## config.mk

```make
export PLATFORM = sky130hd
export DESIGN_NAME = fp_align_pipe_flat
export DESIGN_NICKNAME = d
export VERILOG_FILES = /design/src/rtl/fp_align_pkg.sv /design/src/rtl/fp_align_pipe_if.sv /design/src/rtl/fp_align_pipe_shift_sticky.sv /design/src/rtl/fp_align_pipe.sv /design/src/flat_wrapper.sv
export SDC_FILE = /design/constraint.sdc
export NUM_CORES = 1
export LEC_CHECK = 0
export BUFFER_PORTS_ARGS = -buffer_cell sky130_fd_sc_hd__buf_2
export CORE_ASPECT_RATIO = 0.5
export CORE_MARGIN = 5
export CORE_UTILIZATION = 35
export CTS_BUF_LIST = sky130_fd_sc_hd__clkbuf_4
export DETAILED_ROUTE_END_ITERATION = 16
export GPL_TIMING_DRIVEN = 1
export PLACE_DENSITY = 0.53
export SETUP_SLACK_MARGIN = 0.5
export SLEW_MARGIN = 20
export SYNTH_ARGS = -nofsm -noshare
export SYNTH_HDL_FRONTEND = slang
export SYNTH_HIERARCHICAL = 1
export SYNTH_SLANG_ARGS = --single-unit
```

## constraint.sdc

```tcl
create_clock -name clk -period 6.9 [get_ports clk]
set_input_delay 1.035 -clock clk [delete_from_list [all_inputs] [get_ports clk]]
set_output_delay 1.035 -clock clk [all_outputs]
set_load 0.1 [all_outputs]
```

## src/rtl/fp_align_pkg.sv

```systemverilog
// fp_align_pkg: shared widths, helper and stage-1 bundle for fp_align_pipe.
// The stage-1 struct is sized for the widest supported format; the pipe uses the low bits.
package fp_align_pkg;

    localparam int DEF_EXP_W = 8;
    localparam int DEF_MAN_W = 23;
    localparam int GRS_W     = 3;
    localparam int EXP_MAX_W = 16;
    localparam int MAN_MAX_W = 64;

    // Aligned mantissa width: hidden bit + fraction + guard/round/sticky.
    function automatic int aligned_w(int man_w);
        return man_w + GRS_W + 1;
    endfunction

    typedef struct packed {
        logic [MAN_MAX_W:0]   man_big;
        logic [MAN_MAX_W:0]   man_small;
        logic [EXP_MAX_W-1:0] exp_big;
        logic [EXP_MAX_W-1:0] diff;
        logic                 sign_big;
        logic                 sign_small;
        logic                 swapped;
        logic                 special;
    } s1_t;

endpackage

```

## src/rtl/fp_align_pipe_if.sv

```systemverilog
// fp_align_pipe_if: operand-in / aligned-result-out valid/ready bundle.
// slave = aligner view, master = producer/consumer view.
interface fp_align_pipe_if
    import fp_align_pkg::*;
#(
    parameter int EXP_W = DEF_EXP_W,
    parameter int MAN_W = DEF_MAN_W
);
    localparam int AW = aligned_w(MAN_W);

    logic             in_valid;
    logic             in_ready;
    logic             sign_a;
    logic             sign_b;
    logic [EXP_W-1:0] exp_a;
    logic [EXP_W-1:0] exp_b;
    logic [MAN_W-1:0] man_a;
    logic [MAN_W-1:0] man_b;
    logic             out_valid;
    logic             out_ready;
    logic [EXP_W-1:0] exp_out;
    logic [AW-1:0]    man_big;
    logic [AW-1:0]    man_small;
    logic             sign_big;
    logic             sign_small;
    logic             swapped;
    logic             special;

    modport slave (
        input  in_valid, sign_a, sign_b, exp_a, exp_b,
        input  man_a, man_b, out_ready,
        output in_ready, out_valid, exp_out, man_big,
        output man_small, sign_big, sign_small, swapped, special
    );

    modport master (
        output in_valid, sign_a, sign_b, exp_a, exp_b,
        output man_a, man_b, out_ready,
        input  in_ready, out_valid, exp_out, man_big,
        input  man_small, sign_big, sign_small, swapped, special
    );

endinterface

```

## src/rtl/fp_align_pipe_shift_sticky.sv

```systemverilog
// fp_shift_sticky: right shift of {hidden, frac, GRS} with sticky collapse.
// Ports: man_i {hidden,frac}, diff_i shift amount, man_o aligned mantissa.
module fp_shift_sticky
    import fp_align_pkg::*;
#(
    parameter int EXP_W = DEF_EXP_W,
    parameter int MAN_W = DEF_MAN_W
) (
    input  logic [MAN_W:0]              man_i,
    input  logic [EXP_W-1:0]            diff_i,
    output logic [aligned_w(MAN_W)-1:0] man_o
);
    localparam int AW = aligned_w(MAN_W);

    logic [AW-1:0] ext;
    logic [AW-1:0] shifted;
    logic [AW-1:0] lost_mask;
    logic [31:0]   diff_w;

    always_comb begin
        ext       = {man_i, {GRS_W{1'b0}}};
        shifted   = ext >> diff_i;
        lost_mask = ~({AW{1'b1}} << diff_i);
        diff_w    = {{(32-EXP_W){1'b0}}, diff_i};
        if (diff_w >= 32'(AW)) begin
            // Everything is shifted out; only stickiness survives.
            man_o = {{(AW-1){1'b0}}, |man_i};
        end else begin
            man_o = {shifted[AW-1:1],
                     shifted[0] | (|(ext & lost_mask))};
        end
    end

endmodule

```

## src/rtl/fp_align_pipe.sv

```systemverilog
// fp_align_pipe: 2-stage FP adder operand aligner (compare/swap, then shift/sticky).
// Ports: clk, reset (sync, high), io (fp_align_pipe_if.slave). Option: FP_ALIGN_SUBNORMAL_EN.
module fp_align_pipe
    import fp_align_pkg::*;
#(
    parameter int EXP_W = DEF_EXP_W,
    parameter int MAN_W = DEF_MAN_W
) (
    input  logic            clk,
    input  logic            reset,
    fp_align_pipe_if.slave  io
);
    localparam int AW = aligned_w(MAN_W);
    localparam logic [EXP_W-1:0] EXP_ONES = '1;

    logic             ha, hb;
    logic [EXP_W-1:0] ea, eb;
    logic [MAN_W:0]   ma, mb;
    logic             a_big;
    logic             adv1, adv2;
    logic             unused_s1;

    s1_t              s1_d, s1_q;
    logic             s1_valid_q;

    logic [AW-1:0]    shifted;
    logic             s2_valid_q;
    logic [EXP_W-1:0] exp_q;
    logic [AW-1:0]    man_big_q;
    logic [AW-1:0]    man_small_q;
    logic             sign_big_q, sign_small_q;
    logic             swapped_q, special_q;

    always_comb begin
`ifdef FP_ALIGN_SUBNORMAL_EN
        ha = (io.exp_a != '0);
        hb = (io.exp_b != '0);
        ea = ha ? io.exp_a : EXP_W'(1);
        eb = hb ? io.exp_b : EXP_W'(1);
`else
        ha = 1'b1;
        hb = 1'b1;
        ea = io.exp_a;
        eb = io.exp_b;
`endif
        ma = {ha, io.man_a};
        mb = {hb, io.man_b};
        // Full-mantissa compare so a subnormal never beats a normal on a tie.
        a_big = (ea > eb) || ((ea == eb) && (ma >= mb));

        s1_d = '0;
        s1_d.man_big[MAN_W:0]   = a_big ? ma : mb;
        s1_d.man_small[MAN_W:0] = a_big ? mb : ma;
        s1_d.exp_big[EXP_W-1:0] = a_big ? ea : eb;
        s1_d.diff[EXP_W-1:0]    = a_big ? (ea - eb) : (eb - ea);
        s1_d.sign_big   = a_big ? io.sign_a : io.sign_b;
        s1_d.sign_small = a_big ? io.sign_b : io.sign_a;
        s1_d.swapped    = !a_big;
        s1_d.special    = (io.exp_a == EXP_ONES) ||
                          (io.exp_b == EXP_ONES);
    end

    assign adv2        = !s2_valid_q || io.out_ready;
    assign adv1        = !s1_valid_q || adv2;
    assign io.in_ready = adv1;

    always_ff @(posedge clk) begin
        if (reset) begin
            s1_valid_q <= 1'b0;
            s1_q       <= '0;
        end else if (adv1) begin
            s1_valid_q <= io.in_valid;
            if (io.in_valid) s1_q <= s1_d;
        end
    end

    fp_shift_sticky #(
        .EXP_W (EXP_W),
        .MAN_W (MAN_W)
    ) u_shift (
        .man_i  (s1_q.man_small[MAN_W:0]),
        .diff_i (s1_q.diff[EXP_W-1:0]),
        .man_o  (shifted)
    );

    always_ff @(posedge clk) begin
        if (reset) begin
            s2_valid_q   <= 1'b0;
            exp_q        <= '0;
            man_big_q    <= '0;
            man_small_q  <= '0;
            sign_big_q   <= 1'b0;
            sign_small_q <= 1'b0;
            swapped_q    <= 1'b0;
            special_q    <= 1'b0;
        end else if (adv2) begin
            s2_valid_q <= s1_valid_q;
            if (s1_valid_q) begin
                exp_q        <= s1_q.exp_big[EXP_W-1:0];
                man_big_q    <= {s1_q.man_big[MAN_W:0], {GRS_W{1'b0}}};
                man_small_q  <= shifted;
                sign_big_q   <= s1_q.sign_big;
                sign_small_q <= s1_q.sign_small;
                swapped_q    <= s1_q.swapped;
                special_q    <= s1_q.special;
            end
        end
    end

    // Upper struct bits exist only for wider formats.
    assign unused_s1 = ^s1_q;

    assign io.out_valid  = s2_valid_q;
    assign io.exp_out    = exp_q;
    assign io.man_big    = man_big_q;
    assign io.man_small  = man_small_q;
    assign io.sign_big   = sign_big_q;
    assign io.sign_small = sign_small_q;
    assign io.swapped    = swapped_q;
    assign io.special    = special_q;

endmodule
```

## src/flat_wrapper.sv

```systemverilog
// flat-port wrapper written by rule: the top's interface ports become plain ports
module fp_align_pipe_flat import fp_align_pkg::*;
#(
    parameter int EXP_W = DEF_EXP_W,
    parameter int MAN_W = DEF_MAN_W
)
  (clk, reset, io_in_valid, io_sign_a, io_sign_b, io_exp_a, io_exp_b, io_man_a, io_man_b, io_out_ready, io_in_ready, io_out_valid, io_exp_out, io_man_big, io_man_small, io_sign_big, io_sign_small, io_swapped, io_special);
  fp_align_pipe_if #(.EXP_W(EXP_W), .MAN_W(MAN_W)) io_i ();
  input  logic clk;
  input  logic reset;
  input wire logic [$bits(io_i.in_valid)-1:0] io_in_valid;
  input wire logic [$bits(io_i.sign_a)-1:0] io_sign_a;
  input wire logic [$bits(io_i.sign_b)-1:0] io_sign_b;
  input wire logic [$bits(io_i.exp_a)-1:0] io_exp_a;
  input wire logic [$bits(io_i.exp_b)-1:0] io_exp_b;
  input wire logic [$bits(io_i.man_a)-1:0] io_man_a;
  input wire logic [$bits(io_i.man_b)-1:0] io_man_b;
  input wire logic [$bits(io_i.out_ready)-1:0] io_out_ready;
  output wire logic [$bits(io_i.in_ready)-1:0] io_in_ready;
  output wire logic [$bits(io_i.out_valid)-1:0] io_out_valid;
  output wire logic [$bits(io_i.exp_out)-1:0] io_exp_out;
  output wire logic [$bits(io_i.man_big)-1:0] io_man_big;
  output wire logic [$bits(io_i.man_small)-1:0] io_man_small;
  output wire logic [$bits(io_i.sign_big)-1:0] io_sign_big;
  output wire logic [$bits(io_i.sign_small)-1:0] io_sign_small;
  output wire logic [$bits(io_i.swapped)-1:0] io_swapped;
  output wire logic [$bits(io_i.special)-1:0] io_special;
  assign io_i.in_valid = io_in_valid;
  assign io_i.sign_a = io_sign_a;
  assign io_i.sign_b = io_sign_b;
  assign io_i.exp_a = io_exp_a;
  assign io_i.exp_b = io_exp_b;
  assign io_i.man_a = io_man_a;
  assign io_i.man_b = io_man_b;
  assign io_i.out_ready = io_out_ready;
  assign io_in_ready = io_i.in_ready;
  assign io_out_valid = io_i.out_valid;
  assign io_exp_out = io_i.exp_out;
  assign io_man_big = io_i.man_big;
  assign io_man_small = io_i.man_small;
  assign io_sign_big = io_i.sign_big;
  assign io_sign_small = io_i.sign_small;
  assign io_swapped = io_i.swapped;
  assign io_special = io_i.special;
  fp_align_pipe #(.EXP_W(EXP_W), .MAN_W(MAN_W)) u_core (.clk(clk), .reset(reset), .io(io_i));
endmodule
```

# Word level (Yosys, flattened, before mapping)
# Cells that the tools add are included.
# word_totals
input_bits,68
register_bits,133
# op_classes
n_eq_ne,3
mux,7
n_addsub,2
bitwise,3
n_reduce_logical,12
n_lt_le_gt_ge,3
shifts,2
# ops
cell,n
$mux 23,2
$and 27x27->27,1
$mux 27,1
$not 27->27,1
$reduce_or 27->1,1
$shl 27x8->27 const A,1
$shr 27x8->27,1
$ge 24x24->1,1
$reduce_or 24->1,1
$eq 8x8->1 const B,2
$mux 8,2
$sub 8x8->8,2
$eq 8x8->1,1
$ge 8x5->1 const B,1
$gt 8x8->1,1
$logic_or 1x1->1,4
$reduce_and 2->1,2
$logic_not 1->1,3
$mux 1,2
$logic_and 1x1->1,1
$or 1x1->1,1

# Logic depth before layout (Yosys ltp)
# depth
ltp_word,6
mapped_depth,13
depth_no_buf,11

# Cells and area by module
# Netlist, hierarchy kept.
# modules_own_cells
module,cells_per_inst,n_inst,area_each_um2
fp_align_pipe,791,1,6284.8
fp_shift_sticky,293,1,2119.5

# Least setup slack after synthesis
# Ideal clock, no wire load.
# synth_path
path_type,input-to-reg
start,input port io_man_b[22]
end,register u_core/s1_q[9] in the netlist's numbering
cell_stages,10
arrival_time_ns,3.244
slack_ns,3.592
n_path_buf,0
path_cell_list,inv_1 -> ha_1 -> nand3_1 -> or3_1 -> a2111o_1 -> a31oi_1 -> o22ai_2 -> mux2_1 -> or3_1 -> nand4_1
# synth_via
elab_chain_cells,4
# synth_lines
element,line_no,rtl
from (decl),flat_wrapper.sv:17,input wire logic [$bits(io_i.man_b)-1:0] io_man_b;
$ge 24x24->1,fp_align_pipe.sv:49,a_big = (ea > eb) || ((ea == eb) && (ma >= mb));
$logic_and 1x1->1,fp_align_pipe.sv:49,
$logic_or 1x1->1,fp_align_pipe.sv:49,
$mux 8,fp_align_pipe.sv:55,s1_d.diff[EXP_W-1:0] = a_big ? (ea - eb) : (eb - ea);
to (signal assigned),fp_align_pipe.sv:70,s1_q <= '0;
to (signal assigned),fp_align_pipe.sv:73,if (io.in_valid) s1_q <= s1_d;
to (decl),fp_align_pipe.sv:23,"s1_t s1_d, s1_q;"
# No other way between the ends.
# A chain may end at the register's enable or synchronous reset.

# Final worst setup path
# layout_path
start,input port io_exp_a[3]
end,register u_core/s1_q[7] in the netlist's numbering
# layout_via
elab_chain_cells,4
elab_cells_between_ends,7
cone_classes,add/sub (2); order compare (1); eq/ne (1); mux (1); reduce/logical (2)
# layout_lines
element,line_no,rtl
from (decl),flat_wrapper.sv:14,input wire logic [$bits(io_i.exp_a)-1:0] io_exp_a;
"parallel branches: the longest is 3 deep, another holds $gt 8x8->1",--,
$mux 8 *,fp_align_pipe.sv:55,
# Every way passes the cells marked *.

==> results.yml <==
status:
  run_status: "finished clean"
timing:
  setup_viol: 0
  worst_pin_slew_ns: 0.985
  timing.final.max_slew_violations: 0
  period_share_pct: 55.2
  final_period_minus_worst_setup_slack_ns: 3.81
  timing.max_slew.rel_slack_pct: 34.3
  final.setup_skew_ns: 0.0233
  setup_tns_ns: 0
  max_freq_ghz: 0.263
  rsz0062_at_grt: "no"
  timing.final.hold_violations: 0
final_layout:
  syn_to_final_growth_pct: 12.3
  drive_above_1_share_pct: 18.1
  num-nets-final: 1267
  seqCellArea_um2: 2650
  filler_cell_count: 2549
  finished_layout_cells: 1487
  multi_input_area_um2: 5180
  utilization_pct: 39.6
clock_tree:
  cts-buffers-inserted: 17
  cts.repair_timing.setup_buffer_count: 0
  tritoncts_clock_tree: "yes"
  clk_pin_slew_worst_paths_ns: 0.13
  worstSkewPairLatency_ns: 0.59
  clock_root_buffer_master: "sky130_fd_sc_hd__clkbuf_4"
  resized_cells_post_cts: 0
  cts.sinks: 132
  post_cts_hold_buffer_count: 0
  level_count_of_the_clock_h_tree: 4
  clock_path_buffers: 2
critical_path:
  timing.critical_path.cells: "buf_2, inv_1, ha_1, nand4_1, nor4_1, o2111ai_1, o22ai_4, buf_4, mux2i_1, xor2_1, a211oi_1"
  crit_slowest_cell: "sky130_fd_sc_hd__buf_4"
  cp-end-kind: "register"
  element_type_at_the_critical_path_start: "input port"
  arrival_ns: 4.25
  critPathKind: "input port to register"
  critical_path_peak_fanout: 77
  critical_path_required_ns: 7.35
  worst_path_largest_cell_delay_ns: 0.81
drt:
  drt.antenna.violating_nets: 0
  num_vias: 8096
  post_drt_wl_per_cell_um: 18.5
  starting_drt_drc_count: 767
  finalWirelength_um: 27600
  dr.pass1.iters: 6
  drt_drc_violations_left: 0
  detail_route.vias_per_cell: 5.44
power:
  fin_total_pwr_mw: 2.14
  seqPwrFrac_pct: 40.8
  comb_power_share_pct: 31.2
  vdd_ir_drop_max_mv: 0.0969
  power.density_nw_per_um2: 227
  static-leakage-power_nw: 3.93
  power.share.switching_pct: 38.2
  net-switching-power_uw: 819
  intPower_mw: 1.32
  p_clk_share_pct: 28.0
synth:
  synthCells: 1084
  mappedNetlistArea_um2: 8400
  synth_sequential_area_ratio_pct: 31.4
  yosys_warnings: 6
  synth.ff_latch_count: 132
  ys_types: 65
  ys.flop_type: "sky130_fd_sc_hd__dfxtp_1"
  postSynth.asyncResetShare_pct: 0
  synth_enable_flop_cells: 0
  syn_area_per_cell_um2: 7.75
grt:
  grt_antenna_before_repair: 2
  use_met2_pct: 31.0
  maximum_number_of_pins_on_one_net_before_global_route_repair: 82
  first_global_vias: 7733
  grt_pass1_wl_um: 43600
  grt_util_all_layers_pct: 19.9
  grt_overflow: 0
  met1_track_utilization_from_global_routing_pct: 27.8
  grt-busiest-layer: "met2"
  grt_use_met3_pct: 4.35
die:
  num_rows: 40
  floorplan.initialDensity_pct: 35.3
  die_h_um: 120
  die-area_um2: 27400
  core-area_um2: 23800
  io_pins: 136
  die_x_um: 229
place:
  numPortBuffers: 132
  detailed_place_hpwl_um: 19900
  place_inst: 1455
  final_weighted_congestion_of_routability_driven_global_placement: 1.01
worst_hold_path:
  hold_class: "register to register"
flow_run:
  max-cap-violations: 0
==> layout make-up <==
class | instances | area share [%]
Antenna cell | 1 | 0.0265
Multi-Input combinational cell | 820 | 54.8
Tap cell | 315 | 4.17
Clock inverter | 11 | 1.70
Timing Repair Buffer | 142 | 7.82
Sequential cell | 132 | 28.0
Inverter | 46 | 1.83
Clock buffer | 20 | 1.59
==> cell usage after synthesis, types with 9 or more instances <==
master	n	share of area, %
sky130_fd_sc_hd__buf_2	16	0.95
sky130_fd_sc_hd__o21ai_0	25	1.5
sky130_fd_sc_hd__nand3_1	11	0.66
sky130_fd_sc_hd__nand2_1	165	7.4
sky130_fd_sc_hd__nand4_1	10	0.74
sky130_fd_sc_hd__ha_1	38	5.7
sky130_fd_sc_hd__inv_1	44	2.0
sky130_fd_sc_hd__mux4_2	13	3.5
sky130_fd_sc_hd__nor2_1	143	6.4
sky130_fd_sc_hd__mux2_2	9	1.2
sky130_fd_sc_hd__a21oi_1	137	8.2
sky130_fd_sc_hd__nor3_1	17	1.0
sky130_fd_sc_hd__mux2i_1	63	7.5
sky130_fd_sc_hd__a211oi_1	67	6.0
sky130_fd_sc_hd__nor2b_1	11	0.82
sky130_fd_sc_hd__or3_1	9	0.67
sky130_fd_sc_hd__dfxtp_1	132	31
sky130_fd_sc_hd__clkbuf_1	57	2.5
==> routing by layer <==
metal	part of all wire, %	wire, µm
met5	0.025	7
met4	2.3	626
met3	5.3	1460
met2	44	12000
met1	49	13400
==> kinds of logic after synthesis <==
| logic type | after synthesis | share of synthesized area [%] |
|---|---|---|
| other cells | 1 | 0.0446 |
| flops | 132 | 31.4 |
| compound gates | 282 | 20.9 |
| simple gates | 403 | 21.0 |
| mux | 88 | 12.8 |
| xor+xnor | 4 | 0.417 |
| buf+inv | 134 | 7.29 |
| fa+ha+maj | 40 | 6.13 |
==> through the flow <==
stage          cell area (µm²)  worst slack [ns]  hold slack [ns]
2_1_floorplan             8410              3.59            0.432
3_3_place_gp              9130              2.54            0.442
3_5_place_dp              9130              2.54            0.444
4_1_cts                   9440              3.20            0.461
5_1_grt                   9440              2.83            0.475
6_report                  9440              3.09            0.458
==> state kept, by name, indices dropped and copies added (netlist names) <==
signal,cells
u_core/io.man_small,27
u_core/io.swapped,1
u_core/io.exp_out,8
u_core/io.sign_big,1
u_core/s1_valid_q,1
u_core/io.out_valid,1
u_core/s1_q,67
u_core/io.special,1
u_core/io.man_big,24
u_core/io.sign_small,1
==> worst paths after layout <==
kind                                  end                     from  cells after the start  slack (ns)
setup / recovery           u_core/s1_q[7]              io_exp_a[3]                     11        3.09
hold / removal    u_core/io.man_small[10]  u_core/io.man_small[10]                      2        0.46
setup reg to reg   u_core/io.man_small[0]           u_core/s1_q[8]                      9        4.07
hold reg to reg   u_core/io.man_small[10]  u_core/io.man_small[10]                      2        0.46
==> layout by cell type, fill, tap and decap left out, types with 3 or more instances in the layout <==
cell and n:
sky130_fd_sc_hd__buf_2 131, sky130_fd_sc_hd__mux4_2 13, sky130_fd_sc_hd__o21a_1 5, sky130_fd_sc_hd__nand3b_1 4, sky130_fd_sc_hd__nand4_1 10, sky130_fd_sc_hd__a221oi_2 3
sky130_fd_sc_hd__buf_4 11, sky130_fd_sc_hd__mux2i_1 63, sky130_fd_sc_hd__bufinv_16 4, sky130_fd_sc_hd__nor3_1 17, sky130_fd_sc_hd__nor4_1 8, sky130_fd_sc_hd__dfxtp_1 129
sky130_fd_sc_hd__a21o_1 4, sky130_fd_sc_hd__a31oi_1 6, sky130_fd_sc_hd__a21oi_1 137, sky130_fd_sc_hd__a211o_1 3, sky130_fd_sc_hd__inv_1 44, sky130_fd_sc_hd__nor3_2 5
sky130_fd_sc_hd__clkinv_1 5, sky130_fd_sc_hd__nand2b_1 7, sky130_fd_sc_hd__conb_1 3, sky130_fd_sc_hd__a221oi_1 5, sky130_fd_sc_hd__nor2_1 143, sky130_fd_sc_hd__o21ai_1 4
sky130_fd_sc_hd__a211oi_1 67, sky130_fd_sc_hd__o21ai_0 25, sky130_fd_sc_hd__nand2_1 165, sky130_fd_sc_hd__mux2_2 9, sky130_fd_sc_hd__dfxtp_2 3, sky130_fd_sc_hd__clkbuf_4 20
sky130_fd_sc_hd__o31ai_1 4, sky130_fd_sc_hd__nand3_1 11, sky130_fd_sc_hd__ha_1 38, sky130_fd_sc_hd__or3_1 9, sky130_fd_sc_hd__nor2b_1 10
==> power groups by stage <==
stage               Combinational (mW)  Sequential (mW)  Clock (mW)
detailed placement               0.660            0.888           0
CTS                              0.663            0.871       0.621
floorplan                        0.438            0.948           0
global route                     0.731            0.879       0.648
global placement                 0.655            0.887           0
finish                           0.668            0.872       0.600
==> worst max-delay path, delay by kind of cell <==
family / cells / cell delay (ns)
AO/OA/AOI/OAI: 3 / 0.82
XOR/XNOR: 1 / 0.17
adder cells (fa/ha/maj): 1 / 0.43
buffers and inverters: 3 / 0.97
multiplexers: 1 / 0.30
AND/OR/NAND/NOR: 2 / 0.45
(Power assumes the default switching activity.)
